===== src/rtl/pkg_banco.sv =====
// Shared definitions for the parametrised register bank.
// Provides default word width and depth, the address-width helper and the
// default data word type.
package pkg_banco;

  localparam int unsigned LARGURA_PADRAO = 32;
  localparam int unsigned NREG_PADRAO    = 4;

  typedef logic [LARGURA_PADRAO-1:0] palavra_t;

  // Address width for a bank of n registers; n is a power of two and >= 2.
  function automatic int unsigned larg_end(input int unsigned n);
    return $clog2(n);
  endfunction

endpackage


===== src/rtl/placar_ocupado.sv =====
// Busy-bit scoreboard for the register bank.
// Ports:
//   Clk, Rst              clock and asynchronous active-high reset
//   Fonte1, Fonte2        query addresses -> Ocupado1, Ocupado2
//   EscA/RegEscA, EscB/RegEscB   writes in flight (release the target)
//   Reserva, RegReserva   reservation request -> ReservaAceita (combinational)
module placar_ocupado
  import pkg_banco::*;
#(
  parameter int unsigned NREG      = NREG_PADRAO,
  parameter bit          ZERO_FIXO = 1'b1,
  localparam int unsigned END      = larg_end(NREG)
) (
  input  logic           Clk,
  input  logic           Rst,
  input  logic [END-1:0] Fonte1,
  input  logic [END-1:0] Fonte2,
  input  logic           EscA,
  input  logic [END-1:0] RegEscA,
  input  logic           EscB,
  input  logic [END-1:0] RegEscB,
  input  logic           Reserva,
  input  logic [END-1:0] RegReserva,
  output logic           Ocupado1,
  output logic           Ocupado2,
  output logic           ReservaAceita
);

  logic [NREG-1:0] r_ocupado;
  logic [NREG-1:0] w_prox;
  logic            w_aceita;

  assign w_aceita = Reserva & ~Rst & ~r_ocupado[RegReserva]
                  & ~(ZERO_FIXO && (RegReserva == '0));

  always_comb begin
    for (int i = 0; i < NREG; i++) begin
      w_prox[i] = r_ocupado[i];
      if ((EscA && (RegEscA == END'(i))) || (EscB && (RegEscB == END'(i)))) begin
        w_prox[i] = 1'b0;
      end
      // A new producer outranks the write that retires the old one.
      if (w_aceita && (RegReserva == END'(i))) begin
        w_prox[i] = 1'b1;
      end
      if (ZERO_FIXO && (i == 0)) begin
        w_prox[i] = 1'b0;
      end
    end
  end

  always_ff @(posedge Clk or posedge Rst) begin
    if (Rst) begin
      r_ocupado <= '0;
    end else begin
      r_ocupado <= w_prox;
    end
  end

  // A write in flight to the queried register makes its data available now.
  assign Ocupado1 = r_ocupado[Fonte1] & ~Rst
                  & ~(EscA && (RegEscA == Fonte1)) & ~(EscB && (RegEscB == Fonte1));
  assign Ocupado2 = r_ocupado[Fonte2] & ~Rst
                  & ~(EscA && (RegEscA == Fonte2)) & ~(EscB && (RegEscB == Fonte2));

  assign ReservaAceita = w_aceita;

endmodule


===== src/rtl/banco_registradores_param.sv =====
// Parametrised register bank: two combinational read ports with write-through
// forwarding, two write ports (B wins on address conflict) and a busy-bit
// scoreboard for destination reservation.
// Ports:
//   Clk, Rst                      clock, asynchronous active-high reset
//   Fonte1/2 -> Dado1/2, Ocupado1/2   read address, data and busy bit
//   EscA/RegEscA/DadoA            write port A
//   EscB/RegEscB/DadoB            write port B (priority over A)
//   Reserva/RegReserva -> ReservaAceita   reservation request and grant
module banco_registradores_param
  import pkg_banco::*;
#(
  parameter int unsigned LARGURA   = LARGURA_PADRAO,
  parameter int unsigned NREG      = NREG_PADRAO,
  parameter bit          ZERO_FIXO = 1'b1,
  localparam int unsigned END      = larg_end(NREG)
) (
  input  logic               Clk,
  input  logic               Rst,
  input  logic [END-1:0]     Fonte1,
  input  logic [END-1:0]     Fonte2,
  output logic [LARGURA-1:0] Dado1,
  output logic [LARGURA-1:0] Dado2,
  output logic               Ocupado1,
  output logic               Ocupado2,
  input  logic               EscA,
  input  logic [END-1:0]     RegEscA,
  input  logic [LARGURA-1:0] DadoA,
  input  logic               EscB,
  input  logic [END-1:0]     RegEscB,
  input  logic [LARGURA-1:0] DadoB,
  input  logic               Reserva,
  input  logic [END-1:0]     RegReserva,
  output logic               ReservaAceita
);

  logic [LARGURA-1:0] r_mem [NREG];
  logic [END-1:0]     w_fonte [2];
  logic [LARGURA-1:0] w_dado [2];

  always_ff @(posedge Clk or posedge Rst) begin
    if (Rst) begin
      for (int i = 0; i < NREG; i++) begin
        r_mem[i] <= '0;
      end
    end else begin
      for (int i = 0; i < NREG; i++) begin
        if (!(ZERO_FIXO && (i == 0))) begin
          if (EscA && (RegEscA == END'(i))) r_mem[i] <= DadoA;
          // Later assignment wins: port B has priority on a shared target.
          if (EscB && (RegEscB == END'(i))) r_mem[i] <= DadoB;
        end
      end
    end
  end

  assign w_fonte[0] = Fonte1;
  assign w_fonte[1] = Fonte2;

  always_comb begin
    for (int p = 0; p < 2; p++) begin
      w_dado[p] = r_mem[w_fonte[p]];
      if (EscA && (RegEscA == w_fonte[p])) w_dado[p] = DadoA;
      if (EscB && (RegEscB == w_fonte[p])) w_dado[p] = DadoB;
      if (ZERO_FIXO && (w_fonte[p] == '0)) w_dado[p] = '0;
      // Forwarded write data must not leak while the bank is held in reset.
      if (Rst) w_dado[p] = '0;
    end
  end

  assign Dado1 = w_dado[0];
  assign Dado2 = w_dado[1];

  placar_ocupado #(
    .NREG      (NREG),
    .ZERO_FIXO (ZERO_FIXO)
  ) u_placar (
    .Clk           (Clk),
    .Rst           (Rst),
    .Fonte1        (Fonte1),
    .Fonte2        (Fonte2),
    .EscA          (EscA),
    .RegEscA       (RegEscA),
    .EscB          (EscB),
    .RegEscB       (RegEscB),
    .Reserva       (Reserva),
    .RegReserva    (RegReserva),
    .Ocupado1      (Ocupado1),
    .Ocupado2      (Ocupado2),
    .ReservaAceita (ReservaAceita)
  );

endmodule


===== config.mk =====
export PLATFORM = sky130hd
export DESIGN_NAME = banco_registradores_param
export DESIGN_NICKNAME = d
export VERILOG_FILES = /design/src/rtl/pkg_banco.sv /design/src/rtl/placar_ocupado.sv /design/src/rtl/banco_registradores_param.sv
export SDC_FILE = /design/constraint.sdc
export NUM_CORES = 1
export LEC_CHECK = 0
export BUFFER_PORTS_ARGS = -buffer_cell sky130_fd_sc_hd__buf_2
export CAP_MARGIN = 20
export CELL_PAD_IN_SITES_DETAIL_PLACEMENT = 0
export CELL_PAD_IN_SITES_GLOBAL_PLACEMENT = 1
export CORE_MARGIN = 8
export CORE_UTILIZATION = 42
export DETAILED_ROUTE_END_ITERATION = 16
export PLACE_DENSITY_LB_ADDON = 0.08
export SYNTH_ARGS = -nofsm -noshare
export SYNTH_HDL_FRONTEND = slang
export SYNTH_SLANG_ARGS = --single-unit

===== constraint.sdc =====
create_clock -name Clk -period 4.2 [get_ports Clk]
set_input_delay 0.42 -clock Clk [delete_from_list [all_inputs] [get_ports Clk]]
set_output_delay 0.42 -clock Clk [all_outputs]
set_load 0.01 [all_outputs]

Word level (Yosys, flattened, before mapping)
Cells that the tools add are included.

Register bits after elaboration: 99. Latch bits: 0. Memory bits (writable): 0. Bits in read-only memories: 0. Output and inout bits: 67. Logic and storage cells: 99. Memories kept: 0.

Add/subtract/negate cells: 0. Multiply operators: 0. Divide/modulo/power cells: 0. $lt $le $gt $ge: 5. Eq/ne operators: 13. Shifts and indexed selects: 0. Muxes and demuxes: 32. Bitwise logic cells: 18. Reductions and logical operators: 25.

Operators by type and width (number): 32-bit 2-to-1 mux (18); 32-bit binary-select mux with 2-bit select (2); 1-bit logical AND (13); 2-bit == test, second input constant (6); 2-bit nonzero test (6); 1-bit bitwise AND (9); 2-bit by 3-bit less-than comparator with 1-bit output, second input constant (3); 1-bit 2-to-1 mux (9); 2-bit == test (4); 1-bit NOT (7); 1-bit binary-select mux with 2-bit select (3); 2-bit by 1-bit == test with 1-bit output, second input constant (3); 3-bit greater-or-equal comparator, second input constant (2); 2-bit zero test (3); 2-bit NOT with 3-bit output (2); 1-bit logical OR (3).

Longest topological paths before layout
Depth after elaboration: 8. Depth in mapped cells: 8. Depth with buffers taken out: 4.

Modules after synthesis
A second synthesis with hierarchy kept.

Cell total of the unflattened synthesis: 875. Area total of the unflattened synthesis: 7513.5 um2.

By module, submodules not included: banco_registradores_param (instances 1, cells an instance 835, area an instance 7206.9 um2, sequential area each 2402.3 um2); placar_ocupado (instances 1, cells an instance 40, area an instance 306.5 um2, sequential area each 75.1 um2).

Least setup slack after synthesis
Ideal clock, no wire load.

Path type: input to output. From: in Rst. To: out Dado2[10]. Arrival: 3.442 ns. Data required time: 3.780 ns. Setup slack: 0.338 ns. Stages: 5. Buffers on the path: 1. Cells stage by stage: inv_1 > and2_1 > clkbuf_1 > o21ai_0 > a31oi_1.

Word-level cells in the longest chain between the ends: 1.

RTL lines: from (decl) (RTL line banco_registradores_param.sv:19) `input logic Rst,`; 32-bit 2-to-1 mux (RTL line banco_registradores_param.sv:67) `if (Rst) w_dado[p] = '0;`; to (decl) (RTL line banco_registradores_param.sv:23) `output logic [LARGURA-1:0] Dado2,`.

No other way between the ends.

Worst setup path in the final report
From: in Fonte1[1]. To: out Dado1[8].

Word-level cells in the longest chain between the ends: 8.

RTL lines: from (decl) (RTL line banco_registradores_param.sv:20) `input logic [END-1:0] Fonte1,`; 2-bit NOT with 3-bit output (implied by the code) (RTL line banco_registradores_param.sv:62) `w_dado[p] = r_mem[w_fonte[p]];`; 32-bit binary-select mux with 2-bit select (RTL line banco_registradores_param.sv:62); 32-bit 2-to-1 mux (implied by the code) (2 in series) (RTL line banco_registradores_param.sv:62); 32-bit 2-to-1 mux (RTL line banco_registradores_param.sv:63) `if (EscA && (RegEscA == w_fonte[p])) w_dado[p] = DadoA;`; 32-bit 2-to-1 mux (RTL line banco_registradores_param.sv:64) `if (EscB && (RegEscB == w_fonte[p])) w_dado[p] = DadoB;`; 32-bit 2-to-1 mux (*) (RTL line banco_registradores_param.sv:65) `if (ZERO_FIXO && (w_fonte[p] == '0)) w_dado[p] = '0;`; 32-bit 2-to-1 mux (*) (RTL line banco_registradores_param.sv:67); to (decl) (RTL line banco_registradores_param.sv:22) `output logic [LARGURA-1:0] Dado1,`.

Mark *: on every way between the ends. The rest lies on a longest branch, timed or not. The select of a mux whose other input is x is not followed.

==> results.ini <==
[flow_run]
maxCapViolCount=0

[worst_setup_path]
crit_top_cell=buf_2
slowest_stage=buf_2
crit_type=input port to output pin
endpoint_kind=output pin
critPathLaunchType=input port
critPathArrivalTime_ps=2890
cp.required_ps=3780
path_cells=buf_2 -> nor2_1 -> o211ai_4 -> buf_4 -> o2111ai_1 -> a31oi_1 -> buf_2
path_max_fanout=33
worst_path_largest_cell_delay_ps=630

[synthesis]
ys_warn_count=32
postSynthAreaPerCell_sq_um=8.42
synth_cell_types=41
synth_top_area_cell=dfrtp_1
synth_compound_area_frac=0.331
synth_fa_ha_area_frac=0
syn_nets=941
synth_xor_area_frac=0.00965
yosys.area_share.simple=0.113
yosys.area.top_type_share=0.341
synth_ff_type=dfrtp_1
yosys-top-cells-area=dfrtp_1, mux2i_1, o22a_1
netlist_area_sq_um=7260
synth_edf_count=0
synthMuxAreaShare=0.137
syn_inst=862
synth_seq_cells=99
ys_seq_area_frac=0.341
synth_top_family_by_area=compound AO/OA/AOI/OAI gates
synthArstFlopShare=1.00

[detailed_routing]
drt_iter0_drc=792
drtAntennaViolNets=0
drt_first_pass_iters=5
wl_per_cell_um=23.5
drc_errors=0
via_per_inst=6.41
vias=7547
wl_um=27700

[timing]
timing.fmax_ghz=0.302
tns_ps=0
tightest_slew_ps=1000
min_period_over_period=0.788
rsz0062_at_grt=false
setup_ws_ps=889
max-slew-margin-rel=0.330
fin_worst_skew_ps=0
finalHoldViolCount=0
finalCriticalPeriod_ps=3310
slew_viol_final=0
setup-violations-final=0

[clocking]
cts_setup_buffers=0
clkTransAtPathRegs_ps=70
hold_buffers=0
root_buffer=clkbuf_16
htreeDepth=3
cts_num_sinks=99
clock_latency_ps=350
cts_resized=0
numCtsBuffers=9
cts_tree=done
clk_path_buf_depth=2

[finish]
layout-drive-gt1-share=0.213
area_growth_pct=15.1
layout_common_cells=buf_2, nand2_1, dfrtp_1
fin_cells=1177
n_antenna_cell=0
final_common_cell=buf_2
nets=1026

[global_route]
antenna_found_initial=0
grt_overflow=0
grt_usage=0.250
grt_max_degree=67
grt_pass1_wl_um=43400
grt_pass1_vias=7697

[placed_design]
gp_congestion=0.813
io_buffers=145
placed_cells=1159
pre_cts_ws_ps=925
hpwl_um=17400

[floorplan]
dieArea_sq_um=21800
die_w_um=147
core_area_sq_um=17100
die_h_um=147
start_util=0.424
io_pins=146
fp-row-count=48

[status]
outcome=finished clean

[min_path]
hp-class=input port to asynchronous set/reset pin

[power]
p_sw_frac=0.343
power.internal_uw=2050
p_seq_frac=0.405
power_density_nw_per_um2=373
power_uw=3120
pwr-share-comb=0.296
total_leakage_power_uw=0.00396
clock_power_share=0.299
peakVddDrop_v=0.000207
p_sw_uw=1070

state kept, by name, indices dropped and copies added (netlist names):
register	cells
r_mem	96
u_placar.r_ocupado	3
cell type report:
type,instances,area [sq um]
Timing Repair Buffer,168,923
Clock buffer,11,253
Tap cell,225,282
Fill cell,1682,8760
Sequential cell,99,2480
Multi-Input combinational cell,665,4330
Inverter,4,17.5
Clock inverter,5,75.1
critical path, delay by kind of cell:
kind,cells,cell delay [ps]
AND/OR/NAND/NOR,1,190
buffers and inverters,3,1170
AO/OA/AOI/OAI,3,1090
final timing paths:
check,from,endpoint,depth (start not counted),slack [ps]
setup / recovery,Fonte1[1],Dado1[8],7,890
hold / removal,Rst,u_placar.r_ocupado[2],2,160
setup reg to reg,u_placar.r_ocupado[2],u_placar.r_ocupado[2],2,3350
hold reg to reg,r_mem[48],r_mem[48],2,520
max in group asynchronous,Rst,r_mem[54],3,2770
min in group Clk,RegReserva[1],u_placar.r_ocupado[1],2,320
power groups by stage:
stage	clock [uW]	combinational (uW)	sequential (uW)
after floorplan	0	618	1230
after global placement	0	885	1260
after detailed placement	0	911	1270
after CTS	950	913	1260
after global routing	989	1010	1280
final	932	922	1260
cells in the mapped netlist (2+ instances only):
cell	number
a21oi_1	45
a31oi_1	64
and2_1	3
and3_1	2
buf_2	40
buf_4	9
buf_6	6
clkbuf_1	37
dfrtp_1	99
inv_1	3
mux2_2	2
mux2i_1	97
nand2_1	122
nand3_1	6
nand3b_1	5
nor2_1	48
nor2b_1	3
o2111ai_1	63
o21ai_0	68
o21ai_1	50
o22a_1	64
xnor2_1	4
xor2_1	4
stage by stage:
| step | instance area, sq um | hold WS [ps] | util |
|---|---|---|---|
| after detailed placement | 7990 | 500 | 0.467 |
| after CTS | 8320 | 168 | 0.486 |
| final | 8360 | 156 | 0.488 |
| after global routing | 8360 | 187 | 0.488 |
| after floorplan | 7260 | 472 | - |
| after global placement | 7990 | 490 | 0.467 |
kinds of logic (layout without fill, tap and decap cells):
group                     count (synthesis)  in the layout
and+or+nand+nor                         196            196
xor gates and xnor gates                  8              8
DFF                                      99             99
buffers and inverters                    98            188
muxes                                    99             99
AOI/OAI and AO/OA                       362            362
layer usage:
metal,wire length (um),vias to the layer above,GRT usage,part of all wire
met5,0,-,0,0
met2,13000,355,0.416,0.47
met1,12100,3709,0.321,0.44
met3,2000,50,0.0425,0.072
li1,-,3433,-,-
met4,577,0,0.0877,0.021
Note: power is estimated with default switching activity, not from simulation.
